$ cat config.mk
export PLATFORM = sky130hd
export DESIGN_NAME = vend_txn_controller
export DESIGN_NICKNAME = d
export VERILOG_FILES = /design/src/rtl/vend_pkg.sv /design/src/rtl/vend_price_rom.sv /design/src/rtl/vend_txn_controller.sv
export SDC_FILE = /design/constraint.sdc
export NUM_CORES = 1
export LEC_CHECK = 0
export BUFFER_PORTS_ARGS = -buffer_cell sky130_fd_sc_hd__buf_4
export CORE_UTILIZATION = 53
export DETAILED_ROUTE_END_ITERATION = 10
export HOLD_SLACK_MARGIN = 0.15
export PLACE_DENSITY = 0.75
export SETUP_SLACK_MARGIN = 0.02
export SYNTH_ARGS = -nofsm -noshare
export SYNTH_HDL_FRONTEND = slang
export SYNTH_HIERARCHICAL = 1
export SYNTH_SLANG_ARGS = --single-unit
$ cat constraint.sdc
create_clock -name clk -period 3.5 [get_ports clk]
set_clock_uncertainty 0.15 [all_clocks]
set_input_delay 0.35 -clock clk [delete_from_list [all_inputs] [get_ports clk]]
set_output_delay 0.35 -clock clk [all_outputs]
set_load 0.02 [all_outputs]
$ cat src/rtl/vend_pkg.sv
// Shared types and constants for the vending transaction sequencer.
// Holds the FSM encoding, slot index type and the slot price table.
package vend_pkg;

    typedef enum logic [2:0] {
        ST_IDLE        = 3'd0,
        ST_CREDIT      = 3'd1,
        ST_ROW_LATCHED = 3'd2,
        ST_CHECK       = 3'd3,
        ST_VEND        = 3'd4,
        ST_CHANGE      = 3'd5
    } vend_state_t;

    typedef logic [3:0] slot_idx_t;
    typedef logic [1:0] btn_idx_t;

    // Prices in cents, indexed by row*4+col (A1..A4, B1..B4, ...).
    localparam logic [15:0] PRICE_TABLE [0:15] = '{
        16'd50,  16'd100, 16'd150, 16'd200,
        16'd250, 16'd250, 16'd275, 16'd300,
        16'd100, 16'd125, 16'd150, 16'd175,
        16'd200, 16'd225, 16'd250, 16'd300
    };

    function automatic logic is_onehot4(input logic [3:0] v);
        return (v != 4'd0) && ((v & (v - 4'd1)) == 4'd0);
    endfunction

    // Only meaningful for one-hot inputs.
    function automatic btn_idx_t enc4(input logic [3:0] v);
        return {v[3] | v[2], v[3] | v[1]};
    endfunction

endpackage

$ cat src/rtl/vend_price_rom.sv
// Combinational slot-to-price lookup.
// Shared between the transaction sequencer and the display logic.
module vend_price_rom
    import vend_pkg::*;
#(
    parameter int CREDIT_W = 16
) (
    input  logic [3:0]          slot,
    output logic [CREDIT_W-1:0] price
);

    assign price = CREDIT_W'(PRICE_TABLE[slot]);

endmodule

$ cat src/rtl/vend_txn_controller.sv
// Vending transaction sequencer: credit, selection, price check,
// dispense handshake, change/refund handshake, timeout and cancel.
module vend_txn_controller
    import vend_pkg::*;
#(
    parameter int TIMEOUT_CYCLES = 1000,
    parameter int CREDIT_W       = 16,
    parameter int MAX_CREDIT     = 1000
) (
    input  logic                clk,
    input  logic                reset,
    input  logic                coin_valid,
    input  logic [CREDIT_W-1:0] coin_value,
    input  logic [3:0]          row_sel,
    input  logic [3:0]          col_sel,
    input  logic                cancel,
    output logic                vend_req,
    output logic [3:0]          vend_slot,
    input  logic                vend_done,
    output logic                change_valid,
    output logic [CREDIT_W-1:0] change_out,
    input  logic                change_ack,
    output logic [CREDIT_W-1:0] credit_out,
    output logic [CREDIT_W-1:0] price_out,
    output logic                success,
    output logic                err_invalid,
    output logic                err_funds,
    output logic                coin_reject
);

    localparam int TW = $clog2(TIMEOUT_CYCLES + 1);

    vend_state_t         state, state_n;
    logic [CREDIT_W-1:0] credit, credit_n;
    logic [CREDIT_W-1:0] price_q, price_n;
    btn_idx_t            row_idx, row_n;
    btn_idx_t            col_idx, col_n;
    logic [TW-1:0]       tmo_cnt, tmo_n;
    logic                success_n, inv_n, funds_n, rej_n;

    slot_idx_t           slot;
    logic [CREDIT_W-1:0] price;
    logic [CREDIT_W:0]   coin_sum;
    logic                coin_fits;
    logic                activity;
    logic                tmo_hit;
    logic                row_oh, col_oh;
    logic                row_multi, col_multi;

    assign slot      = {row_idx, col_idx};
    assign coin_sum  = {1'b0, credit} + {1'b0, coin_value};
    assign coin_fits = coin_sum <= (CREDIT_W+1)'(MAX_CREDIT);
    assign activity  = coin_valid | (|row_sel) | (|col_sel);
    assign tmo_hit   = (tmo_cnt == TW'(TIMEOUT_CYCLES - 1)) && !activity;
    assign row_oh    = is_onehot4(row_sel);
    assign col_oh    = is_onehot4(col_sel);
    assign row_multi = (|row_sel) && !row_oh;
    assign col_multi = (|col_sel) && !col_oh;

    vend_price_rom #(
        .CREDIT_W (CREDIT_W)
    ) u_price_rom (
        .slot  (slot),
        .price (price)
    );

    // Next-state, credit, selection and event-pulse decode.
    always_comb begin
        state_n   = state;
        credit_n  = credit;
        price_n   = price_q;
        row_n     = row_idx;
        col_n     = col_idx;
        success_n = 1'b0;
        inv_n     = 1'b0;
        funds_n   = 1'b0;
        rej_n     = 1'b0;
        case (state)
            ST_IDLE: begin
                if (coin_valid) begin
                    if (coin_fits) begin
                        credit_n = coin_sum[CREDIT_W-1:0];
                        state_n  = ST_CREDIT;
                    end else begin
                        rej_n = 1'b1;
                    end
                end
            end
            ST_CREDIT, ST_ROW_LATCHED: begin
                if (coin_valid) begin
                    if (coin_fits) credit_n = coin_sum[CREDIT_W-1:0];
                    else           rej_n    = 1'b1;
                end
                if (cancel || tmo_hit) begin
                    state_n = (credit_n == '0) ? ST_IDLE : ST_CHANGE;
                    row_n   = '0;
                    col_n   = '0;
                end else if (state == ST_CREDIT) begin
                    if (row_oh) begin
                        row_n   = enc4(row_sel);
                        state_n = ST_ROW_LATCHED;
                    end else if (row_multi) begin
                        inv_n = 1'b1;
                    end
                end else begin
                    if (col_oh) begin
                        col_n   = enc4(col_sel);
                        state_n = ST_CHECK;
                    end else if (col_multi) begin
                        inv_n   = 1'b1;
                        row_n   = '0;
                        state_n = ST_CREDIT;
                    end else if (row_oh) begin
                        row_n = enc4(row_sel);
                    end else if (row_multi) begin
                        inv_n = 1'b1;
                    end
                end
            end
            ST_CHECK: begin
                rej_n   = coin_valid;
                price_n = price;
                if (credit >= price) begin
                    state_n = ST_VEND;
                end else begin
                    funds_n = 1'b1;
                    row_n   = '0;
                    col_n   = '0;
                    state_n = ST_CREDIT;
                end
            end
            ST_VEND: begin
                rej_n = coin_valid;
                if (vend_done) begin
                    credit_n  = credit - price_q;
                    success_n = 1'b1;
                    row_n     = '0;
                    col_n     = '0;
                    state_n   = (credit_n != '0) ? ST_CHANGE : ST_IDLE;
                end
            end
            ST_CHANGE: begin
                rej_n = coin_valid;
                if (change_ack) begin
                    credit_n = '0;
                    state_n  = ST_IDLE;
                end
            end
            default: begin
                state_n  = ST_IDLE;
                credit_n = '0;
                row_n    = '0;
                col_n    = '0;
            end
        endcase
    end

    // Inactivity counter: only advances while waiting for input.
    always_comb begin
        tmo_n = '0;
        if ((state_n == ST_CREDIT || state_n == ST_ROW_LATCHED) &&
            state_n == state && !activity)
            tmo_n = tmo_cnt + TW'(1);
    end

    // State and datapath registers.
    always_ff @(posedge clk or posedge reset) begin
        if (reset) begin
            state       <= ST_IDLE;
            credit      <= '0;
            price_q     <= '0;
            row_idx     <= '0;
            col_idx     <= '0;
            tmo_cnt     <= '0;
            success     <= 1'b0;
            err_invalid <= 1'b0;
            err_funds   <= 1'b0;
            coin_reject <= 1'b0;
        end else begin
            state       <= state_n;
            credit      <= credit_n;
            price_q     <= price_n;
            row_idx     <= row_n;
            col_idx     <= col_n;
            tmo_cnt     <= tmo_n;
            success     <= success_n;
            err_invalid <= inv_n;
            err_funds   <= funds_n;
            coin_reject <= rej_n;
        end
    end

    assign vend_req     = (state == ST_VEND);
    assign vend_slot    = vend_req ? slot : 4'd0;
    assign change_valid = (state == ST_CHANGE);
    assign change_out   = change_valid ? credit : '0;
    assign credit_out   = credit;
    assign price_out    = price_q;

endmodule

==> impl_metrics.json <==
{
  "synth_warnings": 6,
  "p_int_mw": 3.73,
  "cp_slowest_stage_delay_ns": 0.48,
  "outcome": "finished, violations left",
  "cp_top_family": "compound AO/OA/AOI/OAI gates",
  "syn_area_per_cell_um2": 8.02,
  "vias_per_cell": 5.82,
  "clock-root-buffer": "clkbuf_8",
  "tightest_slew_ns": 0.894,
  "fill_cells": 727,
  "dr.pass1.iters": 5,
  "clock_sinks": 53,
  "clk_pin_slew_ns": 0.12,
  "failed_checks": "negative setup slack",
  "io_buffers": 87,
  "cp.arrival_ns": 3.80,
  "synth_seq_cells": 53,
  "power_frac_clock_pct": 5.3,
  "switchingPower_mw": 3.45,
  "ir_worst_vdd_mv": 0.703,
  "yosysSeqAreaShare_pct": 24.4,
  "finalSetupViolCount": 24,
  "switching_share_pct": 48.1,
  "fin_ws_ns": -0.225,
  "async_flop_share_pct": 100,
  "cts_tree": "done",
  "gp_congestion": 0.927,
  "seqPwrFrac_pct": 14.8,
  "netlist_top_cells_count": "o21ai_0 (63), ha_1 (56), dfrtp_1 (53)",
  "criticalPathCategory": "reg2reg",
  "cp.required_ns": 3.57,
  "wl_per_cell_um": 17.4,
  "die_w_um": 103,
  "r2r_cells": 14,
  "antenna_found_initial": 0,
  "drive_gt1_share_pct": 37.6,
  "synth_ff_type": "dfrtp_1",
  "via_count": 5934,
  "fmax_ghz": 0.268,
  "cts_made_buffers": 5,
  "endpoint": "tmo_cnt[3]",
  "synth_area_um2": 5430,
  "r2r-start": "credit_out[3]",
  "final_area_um2": 7710,
  "grt_pass1_wl_um": 26500,
  "core.rowCount": 36,
  "hold_class": "in2reg",
  "yosysTopAreaCell": "dfrtp_1",
  "maxSlewViolCount": 0,
  "area_delta_synth_final_pct": 41.9,
  "yosysUniqueCellTypes": 79,
  "die_h_um": 103,
  "clockBufferDepth": 2,
  "reg2reg_to": "tmo_cnt[3]",
  "post_dp_cell_area_um2": 7030,
  "min_period_ns": 3.73,
  "grt_use_total_pct": 32.1,
  "diodes": 0,
  "fin_nets": 973,
  "crit_path_top_delay_cell": "dfrtp_2",
  "yosys.area.top_type_share_pct": 24.4,
  "netlist_instances": 677,
  "fin_crit_sh_pct": 106,
  "grt_max_degree": 42,
  "combinationalPowerShare_pct": 79.9,
  "grt_pass1_vias": 5528,
  "die_area_um2": 10700,
  "hpwl_um": 13400,
  "grt_setup_unrepaired": "yes",
  "overflow": 0,
  "synth_top_cells_by_area": "dfrtp_1 (24%), ha_1 (13%), o21ai_0 (5.8%)",
  "whs_ns": 0.247,
  "post-route-drc-count": 0,
  "path_buf_inv": 3,
  "final-hold-violation-count": 0,
  "yosysMostFrequentCell": "o21ai_0",
  "startpoint": "credit_out[3]",
  "core-area_um2": 9860,
  "critPathMostFrequentCell": "buf_4",
  "io-pin-count": 88,
  "start_util_pct": 55.1,
  "crit_cells": 14,
  "synth_edf_count": 0,
  "drv_cap": 0,
  "cp_max_fo": 5,
  "cts-htree-levels": 2,
  "routed_wl_um": 17700,
  "initialDrtViolationCount": 360,
  "ant_nets": 0,
  "endpoint_kind": "flip-flop",
  "leakagePower_nw": 3.70,
  "relSlewSlack_pct": 40.3,
  "pre_cts_slack_ns": -0.330,
  "startpoint_type": "flip-flop",
  "critical_path.cell_chain": "ha_1 -> o211ai_1 -> buf_4 -> a21oi_4 -> o211a_1 -> o41ai_2 -> xor2_1 -> o21ai_0 -> buf_4 -> or3_4 -> o211a_4 -> nor4_4 -> buf_6 -> nor3_1",
  "powerDensity_nw_per_um2": 932,
  "clk_latency_ns": 0.33,
  "r2r_slack_ns": -0.23
}
==> registers in the layout, summed over array words and instances, names as in the netlist <==
register     flops
credit_out      16
price_out       16
tmo_cnt         10
state            3
col_idx          2
row_idx          2
coin_reject      1
err_funds        1
err_invalid      1
success          1
==> power by group through the flow <==
stage               registers [mW]  logic (mW)  clock network [mW]
floorplan                     1.21        2.65                   0
global placement              1.05        4.77                   0
detailed placement            1.06        4.88                   0
CTS                           1.05        5.05               0.384
global route                  1.08        6.20               0.408
finish                        1.06        5.74               0.380
==> logic make-up (layout without fill, tap and decap cells) <==
logic type | count (synthesis) | in the layout | share of synthesized area (%)
buf+inv | 82 | 285 | 6.56
xor+xnor | 31 | 31 | 5.00
fa+ha+maj | 60 | 60 | 14.0
simple gates | 237 | 237 | 23.3
mux | 11 | 11 | 2.30
other cells | 1 | 7 | 0.0690
flops | 53 | 53 | 24.4
compound gates | 202 | 202 | 24.3
==> placed cells by master (no fill, tap or decap), types with 7 or more instances in the layout <==
master	count
a21o_1	15
a21oi_1	35
a21oi_2	7
a22o_1	7
and2_1	8
and3_1	22
buf_4	215
buf_6	7
conb_1	7
dfrtp_1	42
dfrtp_2	11
ha_1	48
inv_1	47
nand2_1	51
nand2b_1	14
nand3_1	11
nand4_1	9
nor2_1	43
nor3_1	10
nor4_1	7
o211ai_1	7
o21a_1	10
o21ai_0	45
o21ai_1	15
o21ai_2	7
or3_1	9
xnor2_1	16
xor2_1	14
==> layout make-up <==
cell class | count | area [um2] | area share [%]
clock buffers | 5 | 68.8 | 0.893
flip-flops and latches | 53 | 1340 | 17.4
inverters | 52 | 198 | 2.56
well taps | 133 | 166 | 2.16
repair buffers | 225 | 1730 | 22.5
clock inverters | 3 | 25.0 | 0.325
multi-input cells | 548 | 4180 | 54.2
==> metal layers <==
layer	GRT usage [%]	share of wire (%)
met4	8.67	2.4
met3	3.49	5.2
met1	41.1	43
met2	57.5	49
met5	0	0
==> worst min-delay path by stage <==
stage | startpoint | to | slack, ns | depth (start not counted)
5_1_grt | col_sel[3] | col_idx[0] | 0.25 | 4
3_5_place_dp | price_out[11] | price_out[11] | 0.36 | 2
4_1_cts | col_sel[3] | col_idx[0] | 0.24 | 4
3_3_place_gp | price_out[13] | price_out[13] | 0.34 | 2
2_1_floorplan | tmo_cnt[0] | tmo_cnt[0] | 0.31 | 1
6_report | col_sel[3] | col_idx[0] | 0.25 | 4
==> what timing repair did <==
action	CTS	global route
resized for setup	24	81
gates cloned	0	2
setup buffers	2	16
hold endpoints to repair	41	0
endpoints found under the setup margin	29	32
pin swaps	5	28
hold buffers	2	0
==> worst register-to-register path: stages, from the launching register on <==
cell      delay, ns
dfrtp_2        0.48
ha_1           0.34
o211ai_1       0.21
buf_4          0.17
a21oi_4        0.04
o211a_1        0.26
o41ai_2        0.26
xor2_1         0.20
o21ai_0        0.14
buf_4          0.17
or3_4          0.35
o211a_4        0.26
nor4_4         0.36
buf_6          0.19
nor3_1         0.05
==> metrics by stage <==
| stage | setup TNS (ns) | util (%) | instances | power (mW) |
|---|---|---|---|---|
| finish | -2.60 | 78.2 | 1019 | 7.18 |
| global route | -4.88 | 78.2 | 1019 | 7.69 |
| global placement | -3.14 | 71.3 | 989 | 5.82 |
| detailed placement | -5.53 | 71.3 | 989 | 5.95 |
| floorplan | 0 | - | 683 | 3.86 |
| CTS | -0.851 | 73.5 | 1001 | 6.49 |
(Power assumes the default switching activity.)
